===== src/rtl/dht11_responder.sv =====
// rtl/dht11_responder.sv - DHT11 sensor emulator: answers a host start pulse with presence pulse and 40-bit frame
// Optional feature macro DHT_RESP_CKSUM_ERR_EN adds cksum_err, which inverts the transmitted checksum.
module dht11_responder #(
    parameter int CLK_MHZ       = 50,
    parameter int START_MIN_US  = 18000,
    parameter int RESP_DELAY_US = 30
) (
    input  logic       clk,
    input  logic       rst_n,
    input  logic       dht_in,
    output logic       dht_oe,
    input  logic [7:0] hum_int,
    input  logic [7:0] hum_dec,
    input  logic [7:0] temp_int,
    input  logic [7:0] temp_dec,
`ifdef DHT_RESP_CKSUM_ERR_EN
    input  logic       cksum_err,
`endif
    output logic       busy,
    output logic       frame_done
);

    localparam int PW = (CLK_MHZ > 1) ? $clog2(CLK_MHZ) : 1;
    localparam logic [PW-1:0] PRE_MAX   = PW'(CLK_MHZ - 1);
    localparam logic [14:0]   US_MAX    = 15'h7fff;
    localparam logic [14:0]   START_MIN = 15'(START_MIN_US);
    localparam logic [14:0]   RESP_DLY  = 15'(RESP_DELAY_US);

    typedef enum logic [2:0] {
        IDLE, START_LOW, WAIT_REL, RESP_LOW, RESP_HIGH, BIT_LOW, BIT_HIGH, END_LOW
    } state_t;

    state_t        state_q, state_d;
    logic          sync1_q, sync2_q, prev_q;
    logic [PW-1:0] pre_q, pre_d;
    logic [14:0]   us_q, us_d;
    logic [39:0]   shift_q, shift_d;
    logic [5:0]    bit_cnt_q, bit_cnt_d;
    logic          dht_oe_q, dht_oe_d;
    logic          busy_q, busy_d;
    logic          frame_done_q, frame_done_d;
    logic          tick, rise, fall, cksum_inv;
    logic [7:0]    cksum;

    assign tick  = (pre_q == PRE_MAX);
    assign rise  = sync2_q & ~prev_q;
    assign fall  = ~sync2_q & prev_q;
    assign cksum = hum_int + hum_dec + temp_int + temp_dec;

`ifdef DHT_RESP_CKSUM_ERR_EN
    assign cksum_inv = cksum_err;
`else
    assign cksum_inv = 1'b0;
`endif

    // True on the last clock of a d-microsecond stay, so each state lasts exactly d*CLK_MHZ cycles.
    function automatic logic expired(input logic t, input logic [14:0] us, input logic [14:0] d);
        return t && (us == d - 15'd1);
    endfunction

    always_comb begin
        state_d      = state_q;
        pre_d        = tick ? '0 : pre_q + 1'b1;
        us_d         = (tick && us_q != US_MAX) ? us_q + 15'd1 : us_q;
        shift_d      = shift_q;
        bit_cnt_d    = bit_cnt_q;
        frame_done_d = 1'b0;
        case (state_q)
            IDLE:      if (fall) state_d = START_LOW;
            START_LOW: begin
                if (rise) begin
                    if (us_q >= START_MIN) begin
                        state_d   = WAIT_REL;
                        shift_d   = {hum_int, hum_dec, temp_int, temp_dec, cksum ^ {8{cksum_inv}}};
                        bit_cnt_d = 6'd39;
                    end else begin
                        state_d = IDLE;
                    end
                end
            end
            WAIT_REL:  if (expired(tick, us_q, RESP_DLY)) state_d = RESP_LOW;
            RESP_LOW:  if (expired(tick, us_q, 15'd80)) state_d = RESP_HIGH;
            RESP_HIGH: if (expired(tick, us_q, 15'd80)) state_d = BIT_LOW;
            BIT_LOW:   if (expired(tick, us_q, 15'd50)) state_d = BIT_HIGH;
            BIT_HIGH: begin
                if (expired(tick, us_q, shift_q[39] ? 15'd70 : 15'd26)) begin
                    if (bit_cnt_q == 6'd0) begin
                        state_d = END_LOW;
                    end else begin
                        state_d   = BIT_LOW;
                        bit_cnt_d = bit_cnt_q - 6'd1;
                        shift_d   = {shift_q[38:0], 1'b0};
                    end
                end
            end
            END_LOW: begin
                if (expired(tick, us_q, 15'd50)) begin
                    state_d      = IDLE;
                    frame_done_d = 1'b1;
                end
            end
            default:   state_d = IDLE;
        endcase
        if (state_d != state_q) begin
            pre_d = '0;
            us_d  = '0;
        end
        // Outputs follow the next state so they change on the same edge as the state register.
        dht_oe_d = (state_d == RESP_LOW) || (state_d == BIT_LOW) || (state_d == END_LOW);
        busy_d   = (state_d != IDLE) && (state_d != START_LOW);
    end

    always_ff @(posedge clk or negedge rst_n) begin
        if (!rst_n) begin
            state_q      <= IDLE;
            sync1_q      <= 1'b1;
            sync2_q      <= 1'b1;
            prev_q       <= 1'b1;
            pre_q        <= '0;
            us_q         <= '0;
            shift_q      <= '0;
            bit_cnt_q    <= '0;
            dht_oe_q     <= 1'b0;
            busy_q       <= 1'b0;
            frame_done_q <= 1'b0;
        end else begin
            state_q      <= state_d;
            sync1_q      <= dht_in;
            sync2_q      <= sync1_q;
            prev_q       <= sync2_q;
            pre_q        <= pre_d;
            us_q         <= us_d;
            shift_q      <= shift_d;
            bit_cnt_q    <= bit_cnt_d;
            dht_oe_q     <= dht_oe_d;
            busy_q       <= busy_d;
            frame_done_q <= frame_done_d;
        end
    end

    assign dht_oe     = dht_oe_q;
    assign busy       = busy_q;
    assign frame_done = frame_done_q;

endmodule


===== config.mk =====
export PLATFORM = sky130hd
export DESIGN_NAME = dht11_responder
export DESIGN_NICKNAME = d
export VERILOG_FILES = /design/src/rtl/dht11_responder.sv
export SDC_FILE = /design/constraint.sdc
export NUM_CORES = 1
export LEC_CHECK = 0
export BUFFER_PORTS_ARGS = -buffer_cell sky130_fd_sc_hd__buf_2
export CORE_MARGIN = 5
export CORE_UTILIZATION = 60
export DETAILED_ROUTE_END_ITERATION = 6
export GPL_TIMING_DRIVEN = 0
export PLACE_DENSITY_LB_ADDON = 0.3
export SLEW_MARGIN = 20
export SYNTH_ARGS = -nofsm -noshare
export SYNTH_HDL_FRONTEND = slang
export SYNTH_SLANG_ARGS = --single-unit

===== constraint.sdc =====
create_clock -name clk -period 3.2 [get_ports clk]
set_input_delay 0.16 -clock clk [delete_from_list [all_inputs] [get_ports clk]]
set_output_delay 0.16 -clock clk [all_outputs]
set_load 0.05 [all_outputs]

[Word level (Yosys, flattened, before mapping)]
Cells that the tools add are included.
Operators by class
  add/subtract/negate cells: 7
  order comparisons: 1
  equality and inequality tests: 22
  multiplexer cells: 28
  bitwise operators: 4
  reductions and logical operators: 14
Operators by type and width (count)
  40-bit two-way mux: 4
  40-bit case mux with 2 select lines: 1
  6-bit two-way mux: 6
  15-bit two-way mux: 2
  8-bit adder: 3
  3-bit two-way mux: 8
  3-bit case mux with 8 select lines: 1
  3-bit == test (second input constant): 6
  15-bit by 1-bit adder with 15-bit output (second input constant): 1
  15-bit == test: 1
  15-bit by 5-bit == test with 1-bit output (second input constant): 1
  15-bit by 6-bit == test with 1-bit output (second input constant): 1
  15-bit by 7-bit == test with 1-bit output (second input constant): 1
  15-bit >= comparator (second input constant): 1
  15-bit != test (second input constant): 1
  6-bit case mux with 2 select lines: 1
  3-bit by 2-bit == test with 1-bit output (second input constant): 3
  2-bit != test (second input constant): 4
  7-bit by 1-bit subtractor with 8-bit output (second input constant): 1
  7-bit two-way mux: 1
  6-bit by 1-bit adder with 6-bit output (second input constant): 1
  6-bit == test (second input constant): 1
  1-bit logical AND: 6
  6-bit logical NOT: 1
  13 further kinds: 19
Word-level totals
  register bits after elaboration: 76
  input bits: 35
  word-level logic and storage cells: 87

[Logic depth before layout (Yosys ltp)]
  depth after elaboration: 9
  depth in mapped cells: 12

[Worst setup path before layout]
No wires, ideal clock.
  path type: input port to flip-flop
  from: in hum_int[1]
  to: reg shift_q[7]
  library setup time: 0.083 ns
  arrival: 2.675 ns
  required time: 3.117 ns
  slack: 0.443 ns
  stages: 12
  path through: inv_1 > fa_1 > fa_1 > inv_1 > ha_1 > fa_1 > a211oi_1 > o21bai_1 > a21oi_1 > xnor2_1 > nor2_1 > o21ai_0
On the way
  word-level cells in the longest chain between the ends: 6
RTL lines
  start, declared: RTL line 12  | input logic [7:0] hum_int,
  8-bit adder (3 in a row): RTL line 48  | assign cksum = hum_int + hum_dec + temp_int + temp_dec;
  40-bit two-way mux: RTL line 72  | if (us_q >= START_MIN) begin
  40-bit two-way mux: RTL line 71  | if (rise) begin
  40-bit case mux with 2 select lines: RTL line 68  | case (state_q)
  end signal, assigned: RTL line 133  | shift_q <= shift_d;
  end, declared: RTL line 37  | logic [39:0] shift_q, shift_d;
Every way passes these cells. The select of a mux whose other input is x is not followed.
A chain may end at the register's enable or synchronous reset.

[Worst setup path after layout]
Same ends and word-level chain as after synthesis.

==> flow_metrics.tcl <==
set metrics [dict create \
    status "complete, no violations" \
    crit_fanout 3 \
    yosysUniqueCellTypes 53 \
    synthSimpleGateAreaFrac 0.216 \
    dp_hpwl_um 7830 \
    grt_pass1_wl_um 18000 \
    fmax_ghz 0.352 \
    gp_congestion 0.948 \
    r2r-start "us_q[9]$_DFFE_PN0P_" \
    grt_max_degree 54 \
    io_buffer_count 37 \
    drv_cap 0 \
    dpl.cell_count 652 \
    synth_most_common_cell "nor2_1" \
    r2r-end "shift_q[18]$_DFFE_PN0P_" \
    relSlewSlack 0.421 \
    path_clk_slew_ns 0.08 \
    cts_htree_levels 3 \
    ant_nets 0 \
    syn_nets 578 \
    cpMostUsedCell "fa_1" \
    syn_area_um2 4540 \
    synth_top_area_frac 0.402 \
    path_class "input port to flop" \
    whs_ns 0.0731 \
    p_comb_frac 0.192 \
    seqPwrFrac 0.425 \
    ff2ff_setup_slack_ns 0.49 \
    finalHoldViolCount 0 \
    synthTopCellsByCount "nor2_1 (85), dfrtp_1 (73), a21oi_1 (53), nand2_1 (53), inv_1 (39)" \
    n_antenna_cell 0 \
    die_h_um 97.0 \
    end_kind "flop" \
    min_period_ns 2.84 \
    synth_xor_area_frac 0.0578 \
    finalSetupTns_ns 0 \
    wl_per_cell_um 15.8 \
    layout-drive-gt1-share 0.140 \
    irDropWorstVdd_uv 237 \
    drc_errors 0 \
    yosys-top-cells-area "dfrtp_1 (40%), nor2_1 (7.0%), fa_1 (6.2%), a21oi_1 (5.8%), nand2_1 (4.4%)" \
    root_buffer "clkbuf_8" \
    p_int_mw 1.70 \
    switchingPower_uw 659 \
    slowest_delay_ns 0.53 \
    synthArstFlopShare 1.00 \
    grt_overflow_total 0 \
    grt_util_all_layers 0.233 \
    insertion_delay_ns 0.36 \
    cpLargestDelayFamily "adder cells" \
    yosysSeqAreaShare 0.419 \
    path_buf_inv 3 \
    finalNonFillerCells 670 \
    fin_nets 629 \
    cp.required_ns 3.47 \
    fp.dieW_um 97.0 \
    yosysTopAreaCell "dfrtp_1" \
    numClockSinks 76 \
    rsz0062_at_grt "no" \
    setup_viol 0 \
    drt_iter0_drc 217 \
    p_total_mw 2.36 \
    reg2regPathDepth 8 \
    synth_top_family_by_area "simple AND/OR/NAND/NOR gates" \
    cp_cell_sequence "buf_2 -> inv_1 -> fa_1 -> fa_1 -> inv_1 -> ha_1 -> fa_1 -> a211oi_1 -> o21bai_1 -> a21oi_1 -> xnor2_1 -> nor2_1 -> o21ai_0" \
    area_delta_synth_final_pct 13.3 \
    num_vias 3838 \
    cp_data_arrival_time_ns 3.11 \
    synthAdderAreaFrac 0.100 \
    dieArea_um2 9410 \
    finClkSkew_ns 0.0109 \
    drt_pass1_iterations 7 \
    synth_ff_type "dfrtp_1" \
    route.final.wire_length_um 10600 \
    power_leakage_nw 2.27 \
    holdPathEnd "shift_q[8]$_DFFE_PN0P_" \
    row_count 31 \
    seq_area_um2 1910 \
    via_per_inst 5.73 \
    cts_buffers 9 \
    muxShareOfSynthArea 0.00496 \
    start_util 0.620 \
    powerDensity_nw_per_um2 458 \
    multi_input_area_um2 2360 \
    fillers 585 \
    min_from "temp_dec[0]" \
    grt_pass1_vias 3966 \
    slowest_stage "fa_1" \
    core_um2 7330 \
    hold_path.class "input port to flop" \
    synthCells 515 \
    power.clock.fraction 0.382 \
    ys_ff_latch 76 \
    synth_compound_area_frac 0.140 \
    cts_tree "built" \
    worstHoldPathCells 3 \
    yosys_warnings 0 \
    swShare 0.280 \
    slew_viol_final 0 \
    io_pins 38 \
    syn_area_per_cell_um2 8.82 \
    post_cts_buffers 0 \
    clockBufferDepth 2 \
    tightest_slew_ns 0.861 \
    startpoint_type "input port" \
    finalCritPeriodShare 0.887 \
    synth_edf_count 0 \
    antenna_found_initial 0 \
]
## per-stage QoR
step	instance area, um2	utilization	setup slack (ns)
floorplan	4540	-	0.443
global placement	4850	0.662	0.130
detailed placement	4880	0.666	0.0268
CTS	5150	0.702	0.395
global route	5150	0.702	0.170
finish	5150	0.702	0.363
## logic make-up (layout without fill, tap and decap cells)
group,after synthesis,count (layout)
AND/OR/NAND/NOR,211,211
AO/OA/AOI/OAI,103,103
flip-flops,76,76
buffers and inverters,65,121
XOR/XNOR,30,30
adder cells (fa/ha/maj),28,28
multiplexers,2,2
## power groups by stage
stage / sequential, mW / clock [mW] / combinational, mW
floorplan: 1.02 / 0 / 0.322
detailed placement: 1.02 / 0 / 0.443
global route: 1.01 / 0.955 / 0.514
CTS: 1.00 / 0.911 / 0.455
global placement: 1.02 / 0 / 0.423
finish: 1.00 / 0.901 / 0.453
## sequential cells by signal, summed over array words and instances, names as in the netlist
| register | flops |
|---|---|
| sync2_q | 1 |
| prev_q | 1 |
| dht_oe | 1 |
| sync1_q | 1 |
| frame_done | 1 |
| busy | 1 |
| pre_q | 6 |
| state_q | 3 |
| shift_q | 40 |
| bit_cnt_q | 6 |
| us_q | 15 |
## per-layer routing
metal  vias up  global-route usage  wire length (um)
li1       1835                   -                 -
met1      1882               0.296              4550
met2       106               0.386              5280
met3        15              0.0568               543
met4         0              0.0842               188
met5         -                   0                 0
## worst reg2reg max path, delay by kind of cell, from the launching register on
family	cells	cell delay, ns
flip-flops	1	0.33
AND/OR/NAND/NOR	2	0.32
AO/OA/AOI/OAI	3	1.22
buffers and inverters	3	0.72
## what timing repair did
| action | in CTS | in global routing |
|---|---|---|
| hold buffers | 2 | 0 |
| endpoints found under the hold margin | 24 | 0 |
| gates resized for setup | 0 | 0 |
## layout by cell type (no fill, tap or decap), types with 15 or more instances in the layout
cell type,synthesis,layout
a31oi_1,17,17
inv_1,39,39
nand2_1,53,53
nor3_1,16,16
dfrtp_1,73,73
nor2_1,85,85
xor2_1,15,15
a21oi_1,53,53
nand3_1,18,18
buf_2,6,42
xnor2_1,15,15
clkbuf_1,16,16
## worst max path at each step
stage               start                      to  slack, ns  cells after the start
6_report       hum_int[1]  shift_q[7]$_DFFE_PN0P_       0.36                     13
5_1_grt        hum_int[1]  shift_q[7]$_DFFE_PN0P_       0.17                     13
4_1_cts        hum_dec[1]  shift_q[7]$_DFFE_PN0P_       0.40                     13
3_5_place_dp   hum_dec[1]  shift_q[7]$_DFFE_PN0P_       0.03                     13
3_3_place_gp   hum_dec[1]  shift_q[7]$_DFFE_PN0P_       0.13                     13
2_1_floorplan  hum_int[1]  shift_q[7]$_DFFE_PN0P_       0.44                     12
## layout make-up
type	count	area share
Tap cell	99	0.0241
Inverter	39	0.0284
Buffer	26	0.0255
Timing Repair Buffer	40	0.0457
Clock inverter	7	0.0238
Sequential cell	76	0.370
Multi-Input combinational cell	374	0.458
Clock buffer	9	0.0241
Power figures use the tool's default switching activity.
